**src/rtl/akp_line_sequencer.sv**
```systemverilog
// akp_line_sequencer
//   Sequences one line of samples out of GEN_FIFO: waits for the line-start
//   strobe and KSI coefficients, issues exactly len reads, and tracks each read
//   through a DV_LAT-deep pipeline so that data_valid/sop/eop line up with the
//   sample leaving the slc output stage.
//
// Parameters
//   CNT_W   width of the line-length and sample counters
//   DV_LAT  clocks from read_fifo to data_valid (1..8)
//
// Ports
//   clk          single clock
//   sbros        synchronous active-high reset
//   ink_i        line-start strobe (also aborts a line in progress)
//   ksi_en       KSI coefficients ready pulse
//   fifo_empty   GEN_FIFO empty flag
//   L_stroke     samples per line
//   read_fifo    GEN_FIFO / PELENG_DELAY read enable (combinational)
//   slc_data_en  read_fifo delayed one clock
//   data_valid   output sample valid
//   sop / eop    first / last sample of a line, coincident with data_valid
//   busy         FSM not idle, or pipeline still holds valid entries
//   line_cnt     sample counter
//   underrun     sticky: FIFO was empty during READ
//
// Build option
//   AKP_SEQ_UNDERRUN_EN  when defined, READ stalls on fifo_empty and the
//                        underrun flag is implemented; otherwise reads are
//                        unconditional and underrun is tied low.
module akp_line_sequencer #(
  parameter int unsigned CNT_W  = 12,
  parameter int unsigned DV_LAT = 3
) (
  input  logic             clk,
  input  logic             sbros,
  input  logic             ink_i,
  input  logic             ksi_en,
  input  logic             fifo_empty,
  input  logic [CNT_W-1:0] L_stroke,
  output logic             read_fifo,
  output logic             slc_data_en,
  output logic             data_valid,
  output logic             sop,
  output logic             eop,
  output logic             busy,
  output logic [CNT_W-1:0] line_cnt,
  output logic             underrun
);

  typedef enum logic [1:0] {
    IDLE     = 2'd0,
    WAIT_KSI = 2'd1,
    READ     = 2'd2,
    DRAIN    = 2'd3
  } state_e;

  // All pipeline stages except the output stage.
  localparam logic [DV_LAT-1:0] INNER_MASK = {DV_LAT{1'b1}} >> 1;

  state_e            state_q, state_d;
  logic [CNT_W-1:0]  len_q, len_d;
  logic [CNT_W-1:0]  cnt_q, cnt_d;
  logic [DV_LAT-1:0] pv_q, pv_d;
  logic [DV_LAT-1:0] pf_q, pf_d;
  logic [DV_LAT-1:0] pl_q, pl_d;
  logic              slc_q;
  logic              permit;
  logic              rd_first;
  logic              rd_last;
  logic              pipe_clr;
  logic              pipe_inner;

`ifdef AKP_SEQ_UNDERRUN_EN
  logic underrun_q;

  assign permit = ~fifo_empty;

  always_ff @(posedge clk) begin
    if (sbros) begin
      underrun_q <= 1'b0;
    end else if (state_q == READ && fifo_empty) begin
      underrun_q <= 1'b1;
    end
  end

  assign underrun = underrun_q;
`else
  logic unused_fifo_empty;

  assign permit            = 1'b1;
  assign underrun          = 1'b0;
  assign unused_fifo_empty = fifo_empty;
`endif

  assign read_fifo  = (state_q == READ) && permit;
  assign rd_first   = read_fifo && (cnt_q == '0);
  assign rd_last    = read_fifo && (cnt_q == len_q - CNT_W'(1));
  // The output stage is consumed this cycle, so only inner stages keep DRAIN
  // alive; this lets busy fall the cycle after the last data_valid.
  assign pipe_inner = |(pv_q & INNER_MASK);

  always_comb begin
    state_d  = state_q;
    len_d    = len_q;
    cnt_d    = cnt_q;
    pipe_clr = 1'b0;

    if (read_fifo) begin
      cnt_d = cnt_q + CNT_W'(1);
    end

    unique case (state_q)
      IDLE: begin
        if (ink_i && (L_stroke != '0)) begin
          len_d   = L_stroke;
          state_d = WAIT_KSI;
        end
      end
      WAIT_KSI: begin
        if (ink_i) begin
          len_d = L_stroke;
        end else if (ksi_en && (len_q != '0)) begin
          // A zero length re-latched here is never started; it waits for a
          // fresh ink_i instead of wrapping the counter.
          cnt_d   = '0;
          state_d = READ;
        end
      end
      READ: begin
        if (ink_i) begin
          len_d    = L_stroke;
          state_d  = WAIT_KSI;
          pipe_clr = 1'b1;
        end else if (rd_last) begin
          state_d = DRAIN;
        end
      end
      DRAIN: begin
        if (ink_i) begin
          len_d    = L_stroke;
          state_d  = WAIT_KSI;
          pipe_clr = 1'b1;
        end else if (!pipe_inner) begin
          state_d = IDLE;
        end
      end
      default: state_d = IDLE;
    endcase
  end

  always_comb begin
    pv_d = '0;
    pf_d = '0;
    pl_d = '0;
    if (!pipe_clr) begin
      pv_d = (pv_q << 1) | DV_LAT'(read_fifo);
      pf_d = (pf_q << 1) | DV_LAT'(rd_first);
      pl_d = (pl_q << 1) | DV_LAT'(rd_last);
    end
  end

  always_ff @(posedge clk) begin
    if (sbros) begin
      state_q <= IDLE;
      len_q   <= '0;
      cnt_q   <= '0;
      pv_q    <= '0;
      pf_q    <= '0;
      pl_q    <= '0;
      slc_q   <= 1'b0;
    end else begin
      state_q <= state_d;
      len_q   <= len_d;
      cnt_q   <= cnt_d;
      pv_q    <= pv_d;
      pf_q    <= pf_d;
      pl_q    <= pl_d;
      slc_q   <= read_fifo;
    end
  end

  assign slc_data_en = slc_q;
  assign data_valid  = pv_q[DV_LAT-1];
  assign sop         = pv_q[DV_LAT-1] & pf_q[DV_LAT-1];
  assign eop         = pv_q[DV_LAT-1] & pl_q[DV_LAT-1];
  assign busy        = (state_q != IDLE) || (|pv_q);
  assign line_cnt    = cnt_q;

endmodule

```
**config.mk**
```make
export PLATFORM = sky130hd
export DESIGN_NAME = akp_line_sequencer
export DESIGN_NICKNAME = d
export VERILOG_FILES = /design/src/rtl/akp_line_sequencer.sv
export SDC_FILE = /design/constraint.sdc
export NUM_CORES = 1
export LEC_CHECK = 0
export ABC_AREA = 1
export BUFFER_PORTS_ARGS = -buffer_cell sky130_fd_sc_hd__buf_2
export CORE_UTILIZATION = 50
export DETAILED_ROUTE_END_ITERATION = 12
export PLACE_DENSITY = 0.87
export SYNTH_ARGS = -nofsm -noshare
export SYNTH_HDL_FRONTEND = slang
export SYNTH_SLANG_ARGS = --single-unit
```
**constraint.sdc**
```tcl
create_clock -name clk -period 1.6 [get_ports clk]
set_input_delay 0.08 -clock clk [delete_from_list [all_inputs] [get_ports clk]]
set_output_delay 0.08 -clock clk [all_outputs]
set_load 0.02 [all_outputs]
```
==> results of run 1 <==
==> worst max path at each step <==
stage                     slack, ps          to  cells after the start
final                          -100  state_q[0]                     13
after CTS                       -70     pl_q[0]                     11
after global routing           -220  state_q[0]                     13
after floorplan                   6  state_q[0]                     14
after global placement          -60  state_q[0]                     13
after detailed placement       -110  state_q[0]                     14
==> per-layer routing <==
metal	vias to the layer above	part of all wire [%]	track usage (%)
met5	-	0	0
met4	0	2.8	12.77
met3	19	4.7	5.208
met2	66	48	41.88
met1	976	44	32.19
li1	1082	-	-
==> power groups by stage <==
stage	Combinational, mW	Clock (mW)	Sequential, mW
after detailed placement	0.646	0	1.06
after global routing	0.830	0.836	1.06
final	0.763	0.802	1.05
after floorplan	0.428	0	1.06
after global placement	0.632	0	1.05
after CTS	0.701	0.809	1.04
==> tightest hold or removal path: cells and delay by family <==
kind,cells,cell delay [ps]
AO/OA/AOI/OAI,1,60
buffers and inverters,1,100
AND/OR/NAND/NOR,1,50
==> Yosys cell counts <==
cell type / n / area, um2
o21a_1: 1 / 7.510
o21ai_0: 14 / 70.07
nand3b_1: 2 / 15.01
conb_1: 1 / 3.750
nor4_1: 2 / 12.51
buf_1: 1 / 3.750
dfxtp_1: 36 / 720.7
inv_1: 39 / 146.4
nor2_1: 64 / 240.2
buf_4: 1 / 7.510
xor2_1: 11 / 96.34
clkbuf_1: 1 / 3.750
nand4_1: 4 / 25.02
nor2_2: 1 / 6.260
nor3_4: 1 / 16.27
or2_2: 1 / 6.260
nand2_4: 1 / 11.26
nand3_1: 19 / 95.09
nor3_1: 5 / 25.02
a211oi_1: 1 / 7.510
ha_1: 3 / 37.54
a21oi_1: 14 / 70.07
xnor2_1: 3 / 26.28
nor3b_1: 1 / 7.510
nand2_2: 2 / 12.51
and3_1: 1 / 6.260
inv_2: 1 / 3.750
nor2_4: 2 / 22.52
nand2_1: 69 / 259.0
buf_2: 2 / 10.01
o21ai_1: 2 / 10.01
o2111a_1: 1 / 11.26
nor3_2: 1 / 10.01
==> sequential cells by signal (all words and copies together), names as in the netlist <==
signal       cells
len_q           12
line_cnt        12
pf_q             3
pl_q             3
pv_q             3
slc_data_en      1
state_q          2
==> cell type report <==
cell class	instances	area, um2	share of cell area [%]
Sequential cell	36	729.5	27.60
Multi-Input combinational cell	227	1220	46.16
Clock inverter	2	35.03	1.326
Clock buffer	6	72.57	2.746
Inverter	40	150.1	5.682
Timing Repair Buffer	59	375.4	14.20
Tap cell	48	60.06	2.273
==> repair_timing <==
action	CTS	global route
setup buffers	4	2
hold buffers	1	0
endpoints found under the hold margin	2	0
resized for setup	14	15
pin swaps	12	13
endpoints found under the setup margin	11	11
==> logic make-up after synthesis <==
kind of cell | count (synthesis) | synth area share (%)
fa+ha+maj | 3 | 1.871
compound gates | 33 | 8.791
other cells | 1 | 0.1869
flops | 36 | 35.91
buf+inv | 45 | 8.728
simple gates | 176 | 38.40
xor+xnor | 14 | 6.110
==> flow_metrics.env, run 1 <==
export IMPL_outcome="complete, but fails checks"
export IMPL_violations="negative setup slack"
export IMPL_cp_cell_sequence="inv_2 -> ha_4 -> nor2_4 -> nor2_2 -> nand3_1 -> nor2_1 -> nand3_1 -> nor2_1 -> nand3_1 -> nand2_1 -> nand3_1 -> nand2_1 -> nor2_1"
export IMPL_fillerInstances=305
export IMPL_rows=22
export IMPL_synth_cell_types=33
export IMPL_min_delay_start="L_stroke[1]"
export IMPL_clk_latency_ps=300
export IMPL_yosys_warnings=0
export IMPL_timing_rr_start="len_q[0]"
export IMPL_finalSetupViolCount=2
export IMPL_crit_family="simple AND/OR/NAND/NOR gates"
export IMPL_drt_total_wl_mm=5.471
export IMPL_instances_no_fill=418
export IMPL_pwr_density_cell_nw_per_um2=989.2
export IMPL_clock_tree_buffer_depth=2
export IMPL_fmax_mhz=588.5
export IMPL_overflow=0
export IMPL_track_usage_pct=25.76
export IMPL_finalMaxSlewViolations=0
export IMPL_die_area_um2=4271
export IMPL_syn2layout_area_growth_pct=31.67
export IMPL_hold_path_depth=3
export IMPL_seqPwrFrac_pct=40.1
export IMPL_crit_arrival_ps=1890
export IMPL_switching_share_pct=33.72
export IMPL_start_util_pct=53.61
export IMPL_ys_seq_elements=36
export IMPL_critPathCaptureType="register"
export IMPL_setup_tns_ps=-142.3
export IMPL_fin_util_pct=70.59
export IMPL_synth_avg_cell_area_um2=6.516
export IMPL_synth_area_um2=2007
export IMPL_path_max_fanout=2
export IMPL_share_comb_of_total_power_pct=29.2
export IMPL_peakVddDrop_mv=0.7341
export IMPL_worst_path_buf_inv=1
export IMPL_crit_path_max_incr_delay_ps=340
export IMPL_mostFrequentLayoutCell="nand2_1"
export IMPL_internal_power_mw=1.732
export IMPL_cts_made_buffers=5
export IMPL_die_y_um=65.36
export IMPL_post_route_period_util_pct=106.2
export IMPL_grt_pass1_vias=1907
export IMPL_slowest_stage="dfxtp_2"
export IMPL_final_antenna_net_count=0
export IMPL_antenna_found_initial=0
export IMPL_place_port_buffers=33
export IMPL_routed_via_density=5.127
export IMPL_crit_path_frequent_cell="nand3_1"
export IMPL_synth_nets=328
export IMPL_rsz0062_at_grt="true"
export IMPL_whs_endpoint="len_q[1]"
export IMPL_dp_cells=403
export IMPL_yosysSeqAreaShare_pct=35.91
export IMPL_nets=389
export IMPL_num_antenna_cells=0
export IMPL_cts_tree="built"
export IMPL_period_needed_ps=1699
export IMPL_core_area_um2=3744
export IMPL_clock_sinks=36
export IMPL_r2r_end="state_q[0]"
export IMPL_grt_max_degree=12
export IMPL_design_power_total_mw=2.614
export IMPL_p_sw_uw=881.5
export IMPL_grt_pass1_wl_mm=8.342
export IMPL_cp_data_required_time_ps=1790
export IMPL_wl_per_cell_um=13.09
export IMPL_clk_pin_slew_ps=70
export IMPL_hold_class="in2reg"
export IMPL_drtPass1Iterations=4
export IMPL_htreeDepth=2
export IMPL_drive_gt1_share_pct=26.76
export IMPL_drc=0
export IMPL_worst_setup_path_startpoint="len_q[0]"
export IMPL_ios=36
export IMPL_layout_common_cells="66 x nand2_1, 61 x nor2_1, 36 x inv_1"
export IMPL_crit_type="reg2reg"
export IMPL_p_clk_share_pct=30.7
export IMPL_final_hold_viol_count=0
export IMPL_die_w_um=65.36
export IMPL_design_area_um2=2643
export IMPL_start_kind="register"
export IMPL_drt_iter0_markers=217
export IMPL_drv_cap=0
export IMPL_postLayoutSetupSlackWorst_ps=-99.18
export IMPL_fin_skew_ps=8.163
export IMPL_timing_hold_ws_ps=36.95
export IMPL_placed_area_um2=2365
export IMPL_synthCells=308
export IMPL_power_leakage_nw=1.327
export IMPL_root_buffer="clkbuf_8"
export IMPL_reg2regPathDepth=13
export IMPL_rrSetupSlack_ps=-100
export IMPL_dp_slack_ps=-110.7
export IMPL_gp_congestion=0.9074
export IMPL_vias=2143
export IMPL_hpwl_mm=3.863
Power figures use the tool's default switching activity.
==> run 2, diff against run 1 <==
--- a/config.mk
+++ b/config.mk
@@ -6,10 +6,10 @@
 export NUM_CORES = 1
 export LEC_CHECK = 0
 export ABC_AREA = 1
-export BUFFER_PORTS_ARGS = -buffer_cell sky130_fd_sc_hd__buf_2
+export BUFFER_PORTS_ARGS = -buffer_cell sky130_fd_sc_hd__buf_4
 export CORE_UTILIZATION = 50
 export DETAILED_ROUTE_END_ITERATION = 12
-export PLACE_DENSITY = 0.87
+export PLACE_DENSITY = 0.76
 export SYNTH_ARGS = -nofsm -noshare
 export SYNTH_HDL_FRONTEND = slang
 export SYNTH_SLANG_ARGS = --single-unit
==> run 2 against run 1 <==
  * The flow still finishes with violations (negative setup slack)
  * Power decreased by 7.5%
  * Final cell count increased by 0.24%
  * Core utilization increased by 1.2 points
  * Clock skew increased by 1.0 ps
  * Count of clock-buffer cells in the layout unchanged
  * Worst hold slack improved by 16 ps
  * Die area unchanged
  * Critical path depth increased by 1
  * Largest cell class unchanged
  * Fmax increased by 5.2%
  * Critical endpoint unchanged
  * Routed wire length decreased by 5.3%
  * Sequential power about the same
  * Critical path type unchanged
==> flow_metrics.env, run 2 (synthesized netlist as in run 1, its figures left out) <==
export IMPL_outcome="complete, but fails checks"
export IMPL_violations="negative setup slack"
export IMPL_reg2regPathDepth=14
export IMPL_drive_gt1_share_pct=28.03
export IMPL_dp_cells=409
export IMPL_track_usage_pct=26.73
export IMPL_postLayoutSetupSlackWorst_ps=-14.51
export IMPL_instances_no_fill=419
export IMPL_crit_arrival_ps=1800
export IMPL_grt_pass1_vias=1960
export IMPL_worst_path_buf_inv=2
export IMPL_critPathCaptureType="register"
export IMPL_gp_congestion=0.9649
export IMPL_design_power_total_mw=2.418
export IMPL_final_antenna_net_count=0
export IMPL_ios=36
export IMPL_crit_path_frequent_cell="nand2_1"
export IMPL_rows=22
export IMPL_p_clk_share_pct=25.0
export IMPL_fin_util_pct=71.76
export IMPL_cts_tree="built"
export IMPL_core_area_um2=3744
export IMPL_crit_path_max_incr_delay_ps=340
export IMPL_share_comb_of_total_power_pct=32.1
export IMPL_clk_latency_ps=290
export IMPL_path_max_fanout=4
export IMPL_cp_depth=14
export IMPL_p_sw_uw=826.8
export IMPL_timing_rr_start="len_q[0]"
export IMPL_crit_end="state_q[0]"
export IMPL_seqPwrFrac_pct=42.9
export IMPL_grt_pass1_wl_mm=8.590
export IMPL_finalSetupViolCount=1
export IMPL_drv_cap=0
export IMPL_internal_power_mw=1.592
export IMPL_fin_skew_ps=9.182
export IMPL_nets=391
export IMPL_fillerInstances=325
export IMPL_num_antenna_cells=0
export IMPL_final_hold_viol_count=0
export IMPL_r2r_end="state_q[0]"
export IMPL_syn2layout_area_growth_pct=33.85
export IMPL_start_util_pct=53.61
export IMPL_drt_iter0_markers=109
export IMPL_start_kind="register"
export IMPL_drc=0
export IMPL_die_y_um=65.36
export IMPL_drtPass1Iterations=4
export IMPL_clock_tree_buffer_depth=2
export IMPL_rrSetupSlack_ps=-10
export IMPL_overflow=0
export IMPL_worst_setup_path_startpoint="len_q[0]"
export IMPL_cts_made_buffers=5
export IMPL_timing_hold_ws_ps=52.57
export IMPL_period_needed_ps=1615
export IMPL_finalMaxSlewViolations=0
export IMPL_hpwl_mm=3.862
export IMPL_rsz0062_at_grt="true"
export IMPL_cp_data_required_time_ps=1790
export IMPL_clk_pin_slew_ps=70
export IMPL_routed_via_density=5.055
export IMPL_wl_per_cell_um=12.37
export IMPL_cp_cell_sequence="inv_2 -> ha_4 -> nand2_1 -> nand2_1 -> nand3_2 -> nand2_1 -> inv_1 -> nand3_1 -> nor2_1 -> nand3_1 -> nand2_1 -> nand3_1 -> nand2_1 -> nor2_1"
export IMPL_drt_total_wl_mm=5.182
export IMPL_mostFrequentLayoutCell="nand2_1"
export IMPL_clock_sinks=36
export IMPL_vias=2118
export IMPL_layout_common_cells="65 x nand2_1, 59 x nor2_1, 59 x buf_4"
export IMPL_switching_share_pct=34.19
export IMPL_die_area_um2=4271
export IMPL_grt_max_degree=14
export IMPL_htreeDepth=2
export IMPL_antenna_found_initial=0
export IMPL_place_port_buffers=33
export IMPL_hold_class="in2reg"
export IMPL_fmax_mhz=619.4
export IMPL_peakVddDrop_mv=0.4640
export IMPL_crit_type="reg2reg"
export IMPL_root_buffer="clkbuf_8"
export IMPL_slowest_stage="dfxtp_2"
export IMPL_crit_family="simple AND/OR/NAND/NOR gates"
export IMPL_power_leakage_nw=1.307
export IMPL_post_route_period_util_pct=100.9
export IMPL_setup_tns_ps=-14.51
export IMPL_die_w_um=65.36
export IMPL_pwr_density_cell_nw_per_um2=900.2
==> run 2: cell types whose count changed in the layout (fill, tap and decap cells not counted), sizes merged <==
cell    previous run  this run
bufinv             1         0
buf               58        60
==> run 2: metal layers <==
| layer | vias to the layer above | track usage (%) | wire [um] |
|---|---|---|---|
| li1 | 1092 | - | - |
| met1 | 957 | 32.40 | 2302 |
| met2 | 57 | 44.85 | 2499 |
| met3 | 12 | 6.771 | 275 |
| met4 | 0 | 10.60 | 104 |
| met5 | - | 0 | 0 |
==> run 2: worst min path at each step <==
stage | slack [ps] | cells after the start | from | to
2_1_floorplan | 150 | 1 | sbros | len_q[1]
3_3_place_gp | 260 | 2 | sbros | len_q[1]
3_5_place_dp | 260 | 2 | sbros | slc_data_en
4_1_cts | 50 | 3 | L_stroke[9] | len_q[9]
5_1_grt | 80 | 3 | L_stroke[9] | len_q[9]
6_report | 50 | 3 | L_stroke[9] | len_q[9]
==> run 2: worst reg2reg max path: stages, from the launching register on <==
cell and delay [ps]:
dfxtp_2 340, inv_2 50, ha_4 180, nand2_1 120
nand2_1 110, nand3_2 100, nand2_1 50, inv_1 50
nand3_1 70, nor2_1 100, nand3_1 90, nand2_1 90
nand3_1 60, nand2_1 70, nor2_1 30
==> run 2: stage by stage <==
step	cell area (um2)	worst slack [ps]
3_3_place_gp	2492	-67.01
2_1_floorplan	2009	5.980
3_5_place_dp	2492	-83.91
6_report	2686	-14.51
5_1_grt	2686	-180.3
4_1_cts	2625	0.1745
==> run 2: area by class of cell <==
class / instances / area (um2) / area share [%]
sequential: 36 / 726.9 / 27.06
timing repair buffer: 61 / 473.0 / 17.61
inverter: 40 / 150.1 / 5.589
clock buffer: 6 / 72.57 / 2.701
clock inverter: 1 / 5.005 / 0.1863
multi-input combinational: 227 / 1199 / 44.62
tap: 48 / 60.06 / 2.236
==> run 2: timing repair <==
item,4_1_cts,5_1_grt
hold buffers,1,0
gates resized for setup,13,15
gates cloned,0,0
pin swaps,3,15
endpoints found under the hold margin,2,0
setup endpoints to repair,5,6
buffers inserted,0,2
==> run 2: power groups by stage <==
stage               clock network (mW)  registers [mW]  logic [mW]
finish                           0.605            1.04       0.776
global route                     0.654            1.04       0.865
CTS                              0.616            1.03       0.732
detailed placement                   0            1.05       0.708
global placement                     0            1.05       0.697
floorplan                            0            1.06       0.428
==> run 3, diff against run 2 <==
--- a/config.mk
+++ b/config.mk
@@ -7,9 +7,9 @@
 export LEC_CHECK = 0
 export ABC_AREA = 1
 export BUFFER_PORTS_ARGS = -buffer_cell sky130_fd_sc_hd__buf_4
-export CORE_UTILIZATION = 50
+export CORE_UTILIZATION = 44
 export DETAILED_ROUTE_END_ITERATION = 12
-export PLACE_DENSITY = 0.76
+export PLACE_DENSITY = 0.68
 export SYNTH_ARGS = -nofsm -noshare
 export SYNTH_HDL_FRONTEND = slang
 export SYNTH_SLANG_ARGS = --single-unit
==> run 3 against run 2 <==
  * The flow still finishes with violations (negative setup slack)
  * Largest cell class unchanged
  * Count of clock-buffer cells in the layout shrank 1
  * Sequential share of layout area shrank 0.51 points
  * Via count down 1.8%
  * Core utilization is 8.5 points lower
  * Highest routed layer unchanged
  * Register-to-register slack got worse by 20 ps
==> flow_metrics.env, run 3 (synthesized netlist as in run 1, its figures left out) <==
export IMPL_grt_pass1_vias=1926
export IMPL_syn2layout_area_growth_pct=37.34
export IMPL_core_area_um2=4354
export IMPL_violations="negative setup slack"
export IMPL_start_kind="register"
export IMPL_vias=2079
export IMPL_grt_max_degree=16
export IMPL_rows=24
export IMPL_timing_hold_ws_ps=42.08
export IMPL_overflow=0
export IMPL_path_max_fanout=2
export IMPL_rsz0062_at_grt="true"
export IMPL_dp_cells=410
export IMPL_critPathCaptureType="register"
export IMPL_final_antenna_net_count=0
export IMPL_drtPass1Iterations=5
export IMPL_mostFrequentLayoutCell="nand2_1"
export IMPL_die_w_um=69.54
export IMPL_fin_skew_ps=3.999
export IMPL_drt_iter0_markers=73
export IMPL_fmax_mhz=610.6
export IMPL_post_route_period_util_pct=102.4
export IMPL_crit_arrival_ps=1830
export IMPL_grt_pass1_wl_mm=8.300
export IMPL_place_port_buffers=33
export IMPL_ios=36
export IMPL_peakVddDrop_mv=0.5903
export IMPL_cp_data_required_time_ps=1790
export IMPL_clock_tree_buffer_depth=2
export IMPL_pwr_density_cell_nw_per_um2=944.2
export IMPL_final_hold_viol_count=0
export IMPL_fillerInstances=403
export IMPL_hpwl_mm=3.924
export IMPL_clock_sinks=36
export IMPL_clk_pin_slew_ps=80
export IMPL_outcome="complete, but fails checks"
export IMPL_gp_congestion=0.8792
export IMPL_num_antenna_cells=0
export IMPL_switching_share_pct=32.66
export IMPL_htreeDepth=2
export IMPL_hold_class="in2reg"
export IMPL_route_met2_wl_mm=2.507
export IMPL_share_comb_of_total_power_pct=29.2
export IMPL_dr_wl_met3_um=177
export IMPL_seqPwrFrac_pct=40.2
export IMPL_wl_per_cell_um=12.11
export IMPL_placed_area_um2=2462
export IMPL_die_y_um=69.54
export IMPL_routed_via_density=4.892
export IMPL_finalSetupViolCount=1
export IMPL_dp_slack_ps=-161.4
export IMPL_start_util_pct=46.09
export IMPL_drive_gt1_share_pct=31.10
export IMPL_track_usage_pct=21.44
export IMPL_design_area_um2=2756
export IMPL_instances_no_fill=425
export IMPL_p_clk_share_pct=30.6
export IMPL_topRoutingLayerUsed="met4"
export IMPL_clk_latency_ps=290
export IMPL_internal_power_mw=1.753
export IMPL_period_needed_ps=1638
export IMPL_cts_made_buffers=5
export IMPL_drv_cap=0
export IMPL_finalMaxSlewViolations=0
export IMPL_drt_total_wl_mm=5.145
export IMPL_antenna_found_initial=0
export IMPL_root_buffer="clkbuf_8"
export IMPL_postLayoutSetupSlackWorst_ps=-37.76
export IMPL_power_leakage_nw=1.341
export IMPL_nets=392
export IMPL_cts_tree="built"
export IMPL_die_area_um2=4835
export IMPL_wl_met1_mm=2.378
export IMPL_p_sw_uw=850.0
export IMPL_crit_type="reg2reg"
export IMPL_layout_common_cells="65 x nand2_1, 60 x buf_4, 54 x nor2_1"
export IMPL_drc=0
==> run 3: changes by cell type in the layout (fill, tap and decap cells not counted), sizes merged <==
cell / before / now
bufinv: 0 / 1
buf: 60 / 61
clkbuf: 6 / 5
clkinvlp: 0 / 1
==> run 3: path summary, 6_finish.rpt <==
check	depth (start not counted)	from	endpoint	slack [ps]
worst min-delay path	3	L_stroke[1]	len_q[1]	40
worst max-delay path	13	len_q[1]	state_q[0]	-40
worst max register to register	13	len_q[1]	state_q[0]	-40
worst min register to register	2	pl_q[1]	pl_q[2]	410
==> run 3: critical path, cell delays in order, from the launching register on <==
cell and delay [ps]:
dfxtp_2 330, inv_2 40, ha_4 260, nor2_1 40
nor2_1 90, nand3_1 80, nor2_2 140, nand3_1 90
nor2_1 90, nand3_1 110, nand2_1 100, nand3_1 70
nand2_1 60, nor2_1 40
==> run 3: final cells by class <==
| type | count | area (um2) | share of cell area [%] |
|---|---|---|---|
| multi-input combinational | 227 | 1232 | 44.71 |
| timing repair buffer | 62 | 465.4 | 16.89 |
| sequential | 36 | 732.0 | 26.55 |
| clock inverter | 3 | 42.54 | 1.543 |
| tap | 52 | 65.06 | 2.360 |
| inverter | 40 | 150.1 | 5.447 |
| clock buffer | 5 | 68.82 | 2.497 |
==> run 3: per-layer routing <==
metal  track usage (%)  vias to the layer above
met1             27.55                      933
li1                  -                     1093
met4             6.803                        0
met3             4.215                       10
met2             36.03                       43
met5                 0                        -
==> run 3: repair_timing <==
| item | 4_1_cts | 5_1_grt |
|---|---|---|
| setup buffers | 1 | 4 |
| endpoints found under the hold margin | 2 | 0 |
| endpoints found under the setup margin | 13 | 11 |
| gates cloned | 0 | 1 |
| pin swaps | 6 | 8 |
| resized for setup | 15 | 28 |
| hold buffers | 1 | 0 |
==> run 3: power by group through the flow <==
stage	Clock (mW)	Combinational [mW]	Sequential [mW]
after floorplan	0	0.428	1.06
after global placement	0	0.680	1.05
after detailed placement	0	0.681	1.05
after CTS	0.812	0.706	1.04
after global routing	0.846	0.842	1.06
final	0.797	0.760	1.05
==> run 3: through the flow <==
| step | power (mW) | TNS (ps) | utilization [%] |
|---|---|---|---|
| 6_report | 2.603 | -37.76 | 63.30 |
| 5_1_grt | 2.745 | -567.1 | 63.30 |
| 4_1_cts | 2.554 | -14.72 | 60.49 |
| 3_5_place_dp | 1.735 | -982.5 | 56.55 |
| 3_3_place_gp | 1.734 | -227.2 | 56.55 |
| 2_1_floorplan | 1.485 | 0 | - |
